<file path="src/rtl/lfsr_enc_pkg.sv">
// Shared constants and state encoding for the padded-LFSR encryption sequencer
// and the matching decrypt block.
package lfsr_enc_pkg;

    typedef logic [2:0] state_t;

    localparam state_t IDLE    = 3'd0;
    localparam state_t LD_PRE  = 3'd1;
    localparam state_t LD_TAP  = 3'd2;
    localparam state_t LD_SEED = 3'd3;
    localparam state_t RUN     = 3'd4;
    localparam state_t DONE    = 3'd5;

    localparam int unsigned LFSR_W   = 5;
    localparam int unsigned MSG_BASE = 4;
    localparam int unsigned MSG_LEN  = 52;
    localparam int unsigned OUT_BASE = 128;
    localparam int unsigned OUT_LEN  = 64;
    localparam int unsigned PRE_MAX  = 12;
    localparam logic [7:0]  PAD_CHAR = 8'h20;

endpackage

</file>
<file path="src/rtl/lfsr_step.sv">
// Combinational Fibonacci LFSR step: shift left, feed back the parity of the
// tapped bits into bit 0.
module lfsr_step
    import lfsr_enc_pkg::*;
#(
    parameter int unsigned WIDTH = LFSR_W
) (
    input  logic [WIDTH-1:0] cur,
    input  logic [WIDTH-1:0] taps,
    output logic [WIDTH-1:0] nxt
);

    always_comb begin
        nxt = {cur[WIDTH-2:0], ^(cur & taps)};
    end

endmodule

</file>
<file path="src/rtl/lfsr_encrypt_ctrl.sv">
// Sequencer: loads preamble/taps/seed from memory, then writes the 64-byte
// padded plaintext XORed with the LFSR keystream, one byte per cycle.
module lfsr_encrypt_ctrl
    import lfsr_enc_pkg::*;
#(
    parameter int unsigned W      = 8,
    parameter int unsigned ADDR_W = 8
) (
    input  logic              clk,
    input  logic              rst_n,
    input  logic              start,
    output logic              busy,
    output logic              done,
    output logic [ADDR_W-1:0] raddr,
    input  logic [W-1:0]      rdata,
    output logic [ADDR_W-1:0] waddr,
    output logic [W-1:0]      wdata,
    output logic              write_en
);

    state_t            state;
    logic [5:0]        idx;
    logic [3:0]        pre;
    logic [LFSR_W-1:0] taps;
    logic [LFSR_W-1:0] lfsr;
    logic [LFSR_W-1:0] lfsr_nxt;
    logic [6:0]        rel;
    logic [W-1:0]      pt;

    lfsr_step #(.WIDTH(LFSR_W)) u_step (
        .cur  (lfsr),
        .taps (taps),
        .nxt  (lfsr_nxt)
    );

    assign busy = (state == LD_PRE) || (state == LD_TAP) ||
                  (state == LD_SEED) || (state == RUN);
    assign done = (state == DONE);

    // Offset into the plaintext; only meaningful once idx has passed the preamble.
    assign rel = 7'(idx) - 7'(pre);

    always_comb begin
        raddr    = '0;
        waddr    = '0;
        wdata    = '0;
        write_en = 1'b0;
        pt       = W'(PAD_CHAR);
        case (state)
            LD_PRE:  raddr = ADDR_W'(0);
            LD_TAP:  raddr = ADDR_W'(1);
            LD_SEED: raddr = ADDR_W'(2);
            RUN: begin
                if ((idx >= 6'(pre)) && (rel < 7'(MSG_LEN))) begin
                    raddr = ADDR_W'(MSG_BASE) + ADDR_W'(rel);
                    pt    = rdata;
                end
                write_en = 1'b1;
                waddr    = ADDR_W'(OUT_BASE) + ADDR_W'(idx);
                wdata    = pt ^ W'(lfsr);
            end
            default: ;
        endcase
    end

    always_ff @(posedge clk) begin
        if (!rst_n) begin
            state <= IDLE;
            idx   <= '0;
            pre   <= '0;
            taps  <= '0;
            lfsr  <= '0;
        end else begin
            case (state)
                IDLE: begin
                    if (start) state <= LD_PRE;
                end
                LD_PRE: begin
                    pre   <= (rdata > W'(PRE_MAX)) ? 4'(PRE_MAX) : rdata[3:0];
                    state <= LD_TAP;
                end
                LD_TAP: begin
                    taps  <= rdata[LFSR_W-1:0];
                    state <= LD_SEED;
                end
                LD_SEED: begin
                    lfsr  <= rdata[LFSR_W-1:0];
                    idx   <= '0;
                    state <= RUN;
                end
                RUN: begin
                    lfsr <= lfsr_nxt;
                    idx  <= idx + 6'd1;
                    if (idx == 6'(OUT_LEN - 1)) state <= DONE;
                end
                DONE: begin
                    if (!start) state <= IDLE;
                end
                default: state <= IDLE;
            endcase
        end
    end

endmodule
</file>
<file path="config.mk">
export PLATFORM = sky130hd
export DESIGN_NAME = lfsr_encrypt_ctrl
export DESIGN_NICKNAME = d
export VERILOG_FILES = /design/src/rtl/lfsr_enc_pkg.sv /design/src/rtl/lfsr_step.sv /design/src/rtl/lfsr_encrypt_ctrl.sv
export SDC_FILE = /design/constraint.sdc
export NUM_CORES = 1
export LEC_CHECK = 0
export ABC_AREA = 1
export BUFFER_PORTS_ARGS = -buffer_cell sky130_fd_sc_hd__buf_2
export CAP_MARGIN = 5
export CORE_MARGIN = 2
export CORE_UTILIZATION = 51
export CTS_BUF_LIST = sky130_fd_sc_hd__clkbuf_2
export DETAILED_ROUTE_END_ITERATION = 10
export PLACE_DENSITY = 0.9
export RECOVER_POWER = 50
export SYNTH_ARGS = -nofsm -noshare
export SYNTH_HDL_FRONTEND = slang
export SYNTH_SLANG_ARGS = --single-unit
</file>
<file path="constraint.sdc">
create_clock -name clk -period 2.4 [get_ports clk]
set_input_delay 0.6 -clock clk [delete_from_list [all_inputs] [get_ports clk]]
set_output_delay 0.6 -clock clk [all_outputs]
set_load 0.05 [all_outputs]
</file>
==> results of run 1 <==
-- logic make-up after synthesis --
logic type                 after synthesis
xor gates and xnor gates                 6
DFF                                     23
AOI/OAI and AO/OA                       49
other                                    1
adders and majority gates                7
and+or+nand+nor                        117
buffers and inverters                   68
-- repair_timing --
item | 4_1_cts | 5_1_grt
setup endpoints to repair | 15 | 16
gates resized for setup | 41 | 24
pin swaps | 7 | 6
buffers inserted | 2 | 2
cloned | 1 | 0
-- worst max-delay path: cells and delay by family (launching register included) --
family                     cells  cell delay, ns
adders and majority gates      2            0.49
and+or+nand+nor                5            0.49
xor gates and xnor gates       1            0.24
buffers and inverters          5            0.47
DFF                            1            0.37
-- cell usage in the layout, fill, tap and decap left out, types with 2 or more instances in the layout --
master    Yosys  final
inv_1        50     41
nand2_1      44     35
buf_4         4     28
nand2_2      10     19
buf_2         1     19
a21oi_1      18     18
nor2_1       29     17
dfxtp_1      23     17
inv_2         5     14
o21ai_0      16     13
buf_6         3     13
nor2_4        1     12
nand3_1      12     11
nand4_1       7      7
dfxtp_2       0      6
buf_8         1      6
nand3_2       6      5
ha_4          0      5
o22ai_1       4      4
a31oi_1       4      4
nand3_4       1      3
clkbuf_2      0      3
xnor2_2       0      2
nor2_2        1      2
nor3_2        3      2
o21ai_4       0      2
xnor2_1       4      2
a221oi_1      2      2
conb_1        1      2
clkinv_2      1      2
buf_12        0      2
clkbuf_1      3      2
-- power by group through the flow --
stage	sequential [mW]	clock (mW)	combinational, mW
finish	0.554	0.162	3.08
global route	0.564	0.179	3.27
CTS	0.541	0.160	2.86
detailed placement	0.544	0	2.65
global placement	0.537	0	2.57
floorplan	0.541	0	1.95
-- metal layers --
layer  up-vias  part of all wire (%)  track usage [%]
li1        986                     -                -
met1       984                    39             32.1
met2       137                    51             52.9
met3        27                   7.7             2.86
met4         0                   2.4             12.5
met5         -                     0                0
-- cell type report --
type | instances | area [um^2] | share of cell area [%]
Inverter | 56 | 215 | 8.17
Sequential cell | 23 | 468 | 17.8
Timing Repair Buffer | 70 | 589 | 22.4
Clock inverter | 1 | 5.00 | 0.190
Clock buffer | 3 | 15.0 | 0.570
Timing Repair inverter | 1 | 5.00 | 0.190
Multi-Input combinational cell | 181 | 1280 | 48.5
Tap cell | 46 | 57.6 | 2.19
-- sequential cells by signal, summed over array words and instances, names as in the netlist --
name / cells
taps: 5
state: 3
idx: 6
lfsr: 5
pre: 4
-- synth_stat cells, drive strengths merged --
library cell / instances
inv: 55
nand4: 7
nor2: 31
xnor2: 4
a21oi: 18
clkinv: 1
clkbuf: 3
xor2: 2
o22ai: 4
o2111ai: 1
a311oi: 1
o211ai: 1
o21ai: 16
nor3: 4
a221oi: 2
conb: 1
nand3b: 1
fa: 1
dfxtp: 23
ha: 6
nand2: 55
nand3: 19
buf: 9
a31oi: 4
a22oi: 1
a21boi: 1
-- through the flow --
step                hold WS, ns  cells
floorplan                 0.424    272
finish                    0.465    381
global route              0.479    381
CTS                       0.464    379
global placement          0.432    372
detailed placement        0.438    372
-- final timing paths --
path / from / slack (ns) / end / cells after the start
min: taps[3]$_SDFFE_PN0P_ / 0.46 / taps[3]$_SDFFE_PN0P_ / 2
max reg2reg: idx[4]$_SDFFE_PN0P_ / 0.74 / state[2]$_SDFFE_PN0P_ / 9
min reg2reg: taps[3]$_SDFFE_PN0P_ / 0.46 / taps[3]$_SDFFE_PN0P_ / 2
max: idx[0]$_SDFFE_PN0P_ / -0.60 / wdata[1] / 13
==> impl_metrics.ini, run 1 <==
[floorplanning]
fp.dieH_um = 63.2
pin_count = 38
coreArea_um2 = 3340
start_util_pct = 53.5
fp.dieW_um = 63.2
die_area_um2 = 3990
rows = 21

[worst_setup_path]
cp.arrival_ns = 2.40
end_kind = output port
slowest_delay_ns = 0.37
crit_required_ns = 1.80
crit_top_cell = inv_2
crit_path_cell_trace = inv_2 > ha_4 > inv_2 > fa_2 > xnor2_2 > nand2_2 > nand3_4 > buf_12 > nand3_2 > nand2_1 > inv_1 > nor2_4 > buf_8
start_kind = flip-flop
critical-path-slowest-cell = dfxtp_2
worstSetupPathType = flip-flop to output port
path_max_fanout = 11

[detailed_routing]
dr.pass1.iters = 5
drt-total-wl_um = 5790
ant_nets = 0
vias_per_cell = 5.60
vias = 2134
drt_iter0_markers = 193
routedWlPerCell_um = 15.2
drc = 0

[clocking]
cts_root_buf = clkbuf_2
clockBufferDepth = 2
numCtsBuffers = 3
h-tree-depth = 1
insertion_delay_ns = 0.36
clock-sinks = 23
cts_tree = done
hold_buffers = 0
clk_pin_slew_ns = 0.24

[synth]
yosys.area_share.simple_pct = 33.0
synth_fa_ha_area_share_pct = 5.33
synth_top_family_by_area = simple AND/OR/NAND/NOR gates
avgSynthCellArea_um2 = 6.59
yosysWarningCount = 0
synth_top_cell_area_share_pct = 25.8
synthCells = 271
synth_compound_area_share_pct = 15.6
synthTopCellsByArea = dfxtp_1 26%, inv_1 11%, nand2_1 9.3%, nor2_1 6.1%, a21oi_1 5.0%
synth_area_um2 = 1790
netlist.top_cell.by_area = dfxtp_1
yosysUniqueCellTypes = 37
synth_seq_cells = 23
ys_seq_area_share_pct = 25.8
muxShareOfSynthArea_pct = 0
synth_xor_area_share_pct = 2.94

[cells_and_area]
fin_area_um2 = 2630
diodes = 0
drive_above_1_share_pct = 45.1
syn_to_final_growth_pct = 47.4
n_fill_cell = 208
nNetsFinal = 354
fin_util_pct = 78.9

[placed_design]
dpl-instance-area_um2 = 2370
place.gp.congestion = 0.861
portBuffers = 35
dpl_worst_slack_ns = -0.283
hpwlAfterDp_um = 3750

[power_and_ir_drop]
power_frac_seq_pct = 14.6
comb_power_share_pct = 81.1
vdd_drop_max_v = 0.000750
switching_share_pct = 55.0
p_leak_nw = 1.15
power.internal_mw = 1.71
power.switching_mw = 2.09
powerDensity_nw_per_um2 = 1440
finalPower_mw = 3.80
p_clk_share_pct = 4.3

[grt]
grt_pass1_wl_um = 9090
grt_pass1_vias = 2053
grt_max_degree = 14
antenna_found_initial = 0
grt_overflow = 0
grt_usage_pct = 28.2

[sta]
setup_violations = 16
finalHoldViolCount = 0
drv_slew = 0
clock_skew_ns = 0.0237
fin_crit_sh_pct = 125
fin_crit_ns = 3.00
rsz0062_at_grt = yes
finalWorstSetupSlack_ns = -0.596
fin_tns_setup_ns = -8.15
fmax_mhz = 334

[outcome]
violations = setup timing
status = finished, violations left

[job]
max_cap_viol_count = 0

[worst_hold_path]
hold_path_class = flip-flop to flip-flop
Note: power is estimated with default switching activity, not from simulation.
==> run 2, diff against run 1 <==
CORE_UTILIZATION = 52   (was 51)
PLACE_DENSITY = 0.91   (was 0.9)
SYNTH_HIERARCHICAL = 1   (was not set)
==> run 2 against run 1 <==
Compared with the run above: the flow still finishes with violations (setup timing); global-route usage down 1.5 points; synthesized cell count up 8.1%; worst hold slack better by 0.0014 ns; power up 2.5%; combinational power up 3%; synthesized area up 5.9%; core utilization down 0.14 points; critical endpoint is now wdata[4]; largest power group unchanged.
==> impl_metrics.ini, run 2 <==
[power_and_ir_drop]
comb_power_share_pct = 81.4
power.switching_mw = 2.15
finalPower_mw = 3.90
switching_share_pct = 55.2
p_clk_share_pct = 4.2
power.internal_mw = 1.74
vdd_drop_max_v = 0.000975
powerDensity_nw_per_um2 = 1450
power_frac_seq_pct = 14.4
p_leak_nw = 1.24

[cells_and_area]
reg_top3 = idx (6), lfsr (5), taps (5)
fin_util_pct = 78.8
final_cell_mix = 42 x nand2_1, 41 x inv_1, 26 x nor2_1, 24 x buf_4, 21 x nand2_2
diodes = 0
drive_above_1_share_pct = 46.0
fin_area_um2 = 2690
nNetsFinal = 369
largest_register_ffs = 6
final_common_cell = nand2_1
syn_to_final_growth_pct = 42.3
largest_register = idx

[placed_design]
dpl-instance-area_um2 = 2400
hpwlAfterDp_um = 3880
portBuffers = 35
dpl_worst_slack_ns = -0.325
place.gp.congestion = 0.838

[worst_setup_path]
slowest_delay_ns = 0.37
cp.arrival_ns = 2.42
critical-path-slowest-cell = dfxtp_2
path_max_fanout = 6
rrSetupSlack_ns = 0.76
crit_required_ns = 1.80
crit_path_cell_trace = inv_2 > ha_4 > inv_2 > fa_2 > nand2_2 > nand2_2 > inv_2 > nand2_2 > nand2_4 > clkinv_2 > nand4_1 > nand2_2 > nor2_4 > buf_8
start_kind = flip-flop
r2r_cells = 10
crit_top_cell = nand2_2
end_kind = output port
worstSetupPathType = flip-flop to output port

[outcome]
status = finished, violations left
violations = setup timing

[floorplanning]
coreArea_um2 = 3420
die_area_um2 = 4130
fp.dieH_um = 64.3
fp.dieW_um = 64.3
start_util_pct = 55.3
pin_count = 38
rows = 21

[synth]
ys_seq_area_share_pct = 24.4
post-synth-top-count-cell = nand2_1
synth_edf_count = 0
synth_seq_cells = 23
synthArstFlopShare_pct = 0
netlist.top_cell.by_area = dfxtp_1
synth_compound_area_share_pct = 15.0
synth_fa_ha_area_share_pct = 5.03
yosys.area_share.simple_pct = 35.4
synth_area_um2 = 1890
yosysWarningCount = 6
synth_top_family_by_area = simple AND/OR/NAND/NOR gates
muxShareOfSynthArea_pct = 0
synth_top_cell_area_share_pct = 24.4
synthTopCellsByArea = dfxtp_1 24%, nand2_1 10%, inv_1 10%, nor2_1 7.3%, nand2_2 4.6%
synth-main-ff-cell = dfxtp_1
yosysUniqueCellTypes = 39
ys_top_cells_by_count = 52 x nand2_1, 51 x inv_1, 37 x nor2_1, 23 x dfxtp_1, 15 x a21oi_1
avgSynthCellArea_um2 = 6.45
synth_xor_area_share_pct = 1.39
synthCells = 293

[detailed_routing]
vias = 2157
routedWlPerCell_um = 14.8
dr.pass1.iters = 4
drt_iter0_markers = 142
drt-total-wl_um = 5860
drc = 0
ant_nets = 0
vias_per_cell = 5.45

[clocking]
insertion_delay_ns = 0.36
clock-sinks = 23
hold_buffers = 0
clockBufferDepth = 2
h-tree-depth = 1
clk_pin_slew_ns = 0.25
cts_tree = done
numCtsBuffers = 3
cts_root_buf = clkbuf_2

[sta]
clock_skew_ns = 0.0317
setup_violations = 16
finalHoldViolCount = 0
fin_crit_sh_pct = 126
fin_tns_setup_ns = -8.13
finalWorstSetupSlack_ns = -0.617
rsz0062_at_grt = yes
fmax_mhz = 331
drv_slew = 0
fin_crit_ns = 3.02

[grt]
grt_overflow = 0
grt_usage_pct = 26.7
grt_pass1_vias = 2066
grt_pass1_wl_um = 8910
antenna_found_initial = 0
grt_max_degree = 19

[worst_hold_path]
min_path_cells = 2
hold_path_class = flip-flop to flip-flop

[job]
max_cap_viol_count = 0
## run 2: cell count changes after synthesis, moves of 4 or more
cell and change:
nand2_1 +8, nor2_1 +8, buf_4 +5, inv_2 +4, nand2_2 +4, o21ai_0 -4, o21ai_1 +4
## run 2: power by group through the flow
stage	Clock, mW	Combinational, mW	Sequential [mW]
after floorplan	0	1.93	0.545
after global placement	0	2.47	0.551
after detailed placement	0	2.56	0.558
after CTS	0.162	2.88	0.556
after global routing	0.190	3.40	0.571
final	0.165	3.17	0.561
## run 2: per-layer routing
layer | share of wire, % | track usage (%) | vias up
met5 | 0 | 0 | -
met4 | 3.1 | 6.65 | 0
met3 | 5.9 | 3.52 | 21
met2 | 52 | 51.0 | 97
met1 | 39 | 31.0 | 1007
li1 | - | - | 1032
## run 2: stage by stage
step / hold WS, ns / cells
after floorplan: 0.424 / 294
after global placement: 0.431 / 388
after detailed placement: 0.436 / 388
after CTS: 0.462 / 394
after global routing: 0.438 / 396
final: 0.466 / 396
## run 2: kinds of logic after synthesis
logic type / after synthesis
simple gates: 136
other cells: 1
fa+ha+maj: 7
flops: 23
buf+inv: 77
xor+xnor: 3
compound gates: 46
## run 2: area by class of cell
| type | instances | area, um^2 |
|---|---|---|
| Fill cell | 204 | 726 |
| Tap cell | 46 | 57.6 |
| Multi-Input combinational cell | 194 | 1340 |
| Clock inverter | 1 | 5.00 |
| Sequential cell | 23 | 470 |
| Inverter | 62 | 240 |
| Timing Repair inverter | 1 | 5.00 |
| Timing Repair Buffer | 66 | 553 |
| Clock buffer | 3 | 15.0 |
## run 2: what timing repair did
item,CTS,global route
gates cloned,1,0
pin swaps,7,3
setup buffers,1,2
gates resized for setup,50,26
setup endpoints to repair,15,18
## run 2: critical path: cells and delay by family, from the launching register on
family	cells	cell delay [ns]
buf+inv	5	0.51
simple gates	7	0.71
fa+ha+maj	2	0.50
flops	1	0.37
## run 2: path summary, 6_finish.rpt
path	from	endpoint
worst max-delay path	idx[0]$_SDFFE_PN0P_	wdata[4]
worst max register to register	idx[0]$_SDFFE_PN0P_	state[2]$_SDFFE_PN0P_
worst min register to register	taps[0]$_SDFFE_PN0P_	taps[0]$_SDFFE_PN0P_
worst min-delay path	taps[0]$_SDFFE_PN0P_	taps[0]$_SDFFE_PN0P_
==> run 3, diff against run 2 <==
CORE_UTILIZATION = 57   (was 52)
PLACE_DENSITY = 0.94   (was 0.91)
clock period = 3.42 ns   (was 2.4 ns; I/O delays follow)
==> run 3 against run 2 <==
Compared with the run above: the run now ends clean; die area fell by 8.2%; sequential power decreased by 30%; power down 44%; worst hold slack lost 0.0010 ns; setup slack better by 0.67 ns; register-to-register slack better by 0.89 ns; core utilization down 7.1 points; clock-buffer cell count is the same; critical path depth decreased by 2; routed wire length down 10%; critical endpoint is now raddr[6]; largest cell class unchanged.
==> impl_metrics.ini, run 3 (synthesis gave the netlist of run 2 again) <==
[cells_and_area]
fin_area_um2 = 2220
final_cell_mix = 50 x nand2_1, 47 x inv_1, 35 x nor2_1, 25 x buf_2, 18 x dfxtp_1
largest_register_ffs = 6
drive_above_1_share_pct = 32.0
diodes = 0
nNetsFinal = 344
largest_register = idx
n_fill_cell = 269
syn_to_final_growth_pct = 17.5
final_common_cell = nand2_1
fin_util_pct = 71.6
reg_top3 = idx (6), lfsr (5), taps (5)
final_cells = 369

[worst_setup_path]
r2r_end = idx[4]$_SDFFE_PN0P_
crit_path_cell_trace = inv_4 > ha_2 > inv_2 > fa_2 > xnor2_2 > inv_2 > ha_4 > a21boi_4 > nand2_1 > xnor2_1 > nor2_1 > buf_6
regToRegStartpoint = state[1]$_SDFFE_PN0P_
crit_required_ns = 2.56
rrSetupSlack_ns = 1.65
worstSetupPathType = flip-flop to output port
crit_path_start = idx[0]$_SDFFE_PN0P_
critical-path-slowest-cell = dfxtp_4
cpLargestDelayFamily = adder cells
path_max_fanout = 4
start_kind = flip-flop
slowest_delay_ns = 0.41
end_kind = output port
crit_buf_inv = 4
crit_top_cell = inv_2
cp.arrival_ns = 2.51
r2r_cells = 6
endpoint = raddr[6]
cp.depth = 12

[floorplanning]
die_area_um2 = 3790
pin_count = 38
fp.dieW_um = 61.6
coreArea_um2 = 3100
fp.dieH_um = 61.6
start_util_pct = 60.9
rows = 20

[clocking]
clockBufferDepth = 2
cts_root_buf = clkbuf_2
h-tree-depth = 1
hold_buffers = 0
numCtsBuffers = 3
insertion_delay_ns = 0.37
cts_tree = done
clk_pin_slew_ns = 0.26
clock-sinks = 23

[detailed_routing]
drt_iter0_markers = 181
vias_per_cell = 5.56
vias = 2050
ant_nets = 0
drt-total-wl_um = 5270
routedWlPerCell_um = 14.3
drc = 0
dr.pass1.iters = 5

[sta]
setup_violations = 0
max_slew.worst_pin.slew_ns = 0.845
finalHoldViolCount = 0
fmax_mhz = 297
clock_skew_ns = 0.0346
fin_crit_ns = 3.37
slew_headroom_pct = 43.2
whs_ns = 0.465
drv_slew = 0
fin_crit_sh_pct = 98.4

[grt]
grt_usage_pct = 25.7
grt_pass1_vias = 1791
grt_pass1_wl_um = 7450
grt_overflow = 0
grt_max_degree = 20
antenna_found_initial = 0

[placed_design]
dp_cells = 358
place.gp.congestion = 0.897
dpl-instance-area_um2 = 2010
portBuffers = 35
hpwlAfterDp_um = 3400

[job]
max_cap_viol_count = 0

[power_and_ir_drop]
vdd_drop_max_v = 0.000697
finalPower_mw = 2.19
p_leak_nw = 1.08
powerDensity_nw_per_um2 = 983

[worst_hold_path]
hold_path_class = flip-flop to flip-flop

[outcome]
status = finished, final reports clean
## run 3: cell types whose count changed in the layout (fill, tap and decap cells not counted), moves of 4 or more
cell / before / now
buf_2: 17 / 25
buf_4: 24 / 8
buf_6: 16 / 6
dfxtp_2: 8 / 4
inv_1: 41 / 47
inv_2: 19 / 12
nand2_1: 42 / 50
nand2_2: 21 / 14
nor2_1: 26 / 35
nor2_4: 11 / 0
## run 3: where the power goes
| part | internal, mW | switching, mW | leakage [nW] |
|---|---|---|---|
| combinational | 0.523 | 1.15 | 0.878 |
| clock | 0.0265 | 0.0904 | 0.0164 |
| sequential | 0.336 | 0.0573 | 0.190 |
## run 3: repair_timing
item	CTS	global route
buffers inserted	0	5
pin swaps	0	6
cloned	0	2
setup endpoints to repair	14	15
gates resized for setup	16	30
## run 3: how the worst min path moves through the flow
stage | endpoint | cells after the start | start
finish | taps[3]$_SDFFE_PN0P_ | 2 | taps[3]$_SDFFE_PN0P_
global route | taps[3]$_SDFFE_PN0P_ | 2 | taps[3]$_SDFFE_PN0P_
detailed placement | taps[1]$_SDFFE_PN0P_ | 2 | taps[1]$_SDFFE_PN0P_
CTS | taps[1]$_SDFFE_PN0P_ | 2 | taps[1]$_SDFFE_PN0P_
floorplan | taps[0]$_SDFFE_PN0P_ | 2 | taps[0]$_SDFFE_PN0P_
global placement | taps[0]$_SDFFE_PN0P_ | 2 | taps[0]$_SDFFE_PN0P_
## run 3: metal layers
| layer | track usage, % | vias up | share of wire (%) |
|---|---|---|---|
| li1 | - | 981 | - |
| met1 | 31.7 | 942 | 41 |
| met2 | 45.9 | 114 | 50 |
| met3 | 2.94 | 13 | 6.9 |
| met4 | 8.81 | 0 | 2.0 |
| met5 | 0 | - | 0 |
## run 3: stage by stage
| stage | setup TNS [ns] | worst slack [ns] |
|---|---|---|
| finish | 0 | 0.0549 |
| global route | -0.748 | -0.0775 |
| CTS | 0 | 0.00999 |
| detailed placement | 0 | 0.234 |
| global placement | 0 | 0.362 |
| floorplan | 0 | 0.105 |
## run 3: tightest hold or removal path, cell delays in order (launching register included)
cell	delay (ns)
dfxtp_1	0.37
inv_1	0.05
a21oi_1	0.05
## run 3: layout make-up
class	count	area, um^2	share of cell area, %
Clock inverter	1	5.00	0.225
Inverter	62	240	10.8
Clock buffer	3	15.0	0.676
Tap cell	44	55.1	2.48
Multi-Input combinational cell	195	1170	52.7
Sequential cell	23	469	21.1
Timing Repair Buffer	40	260	11.7
Timing Repair inverter	1	6.26	0.282
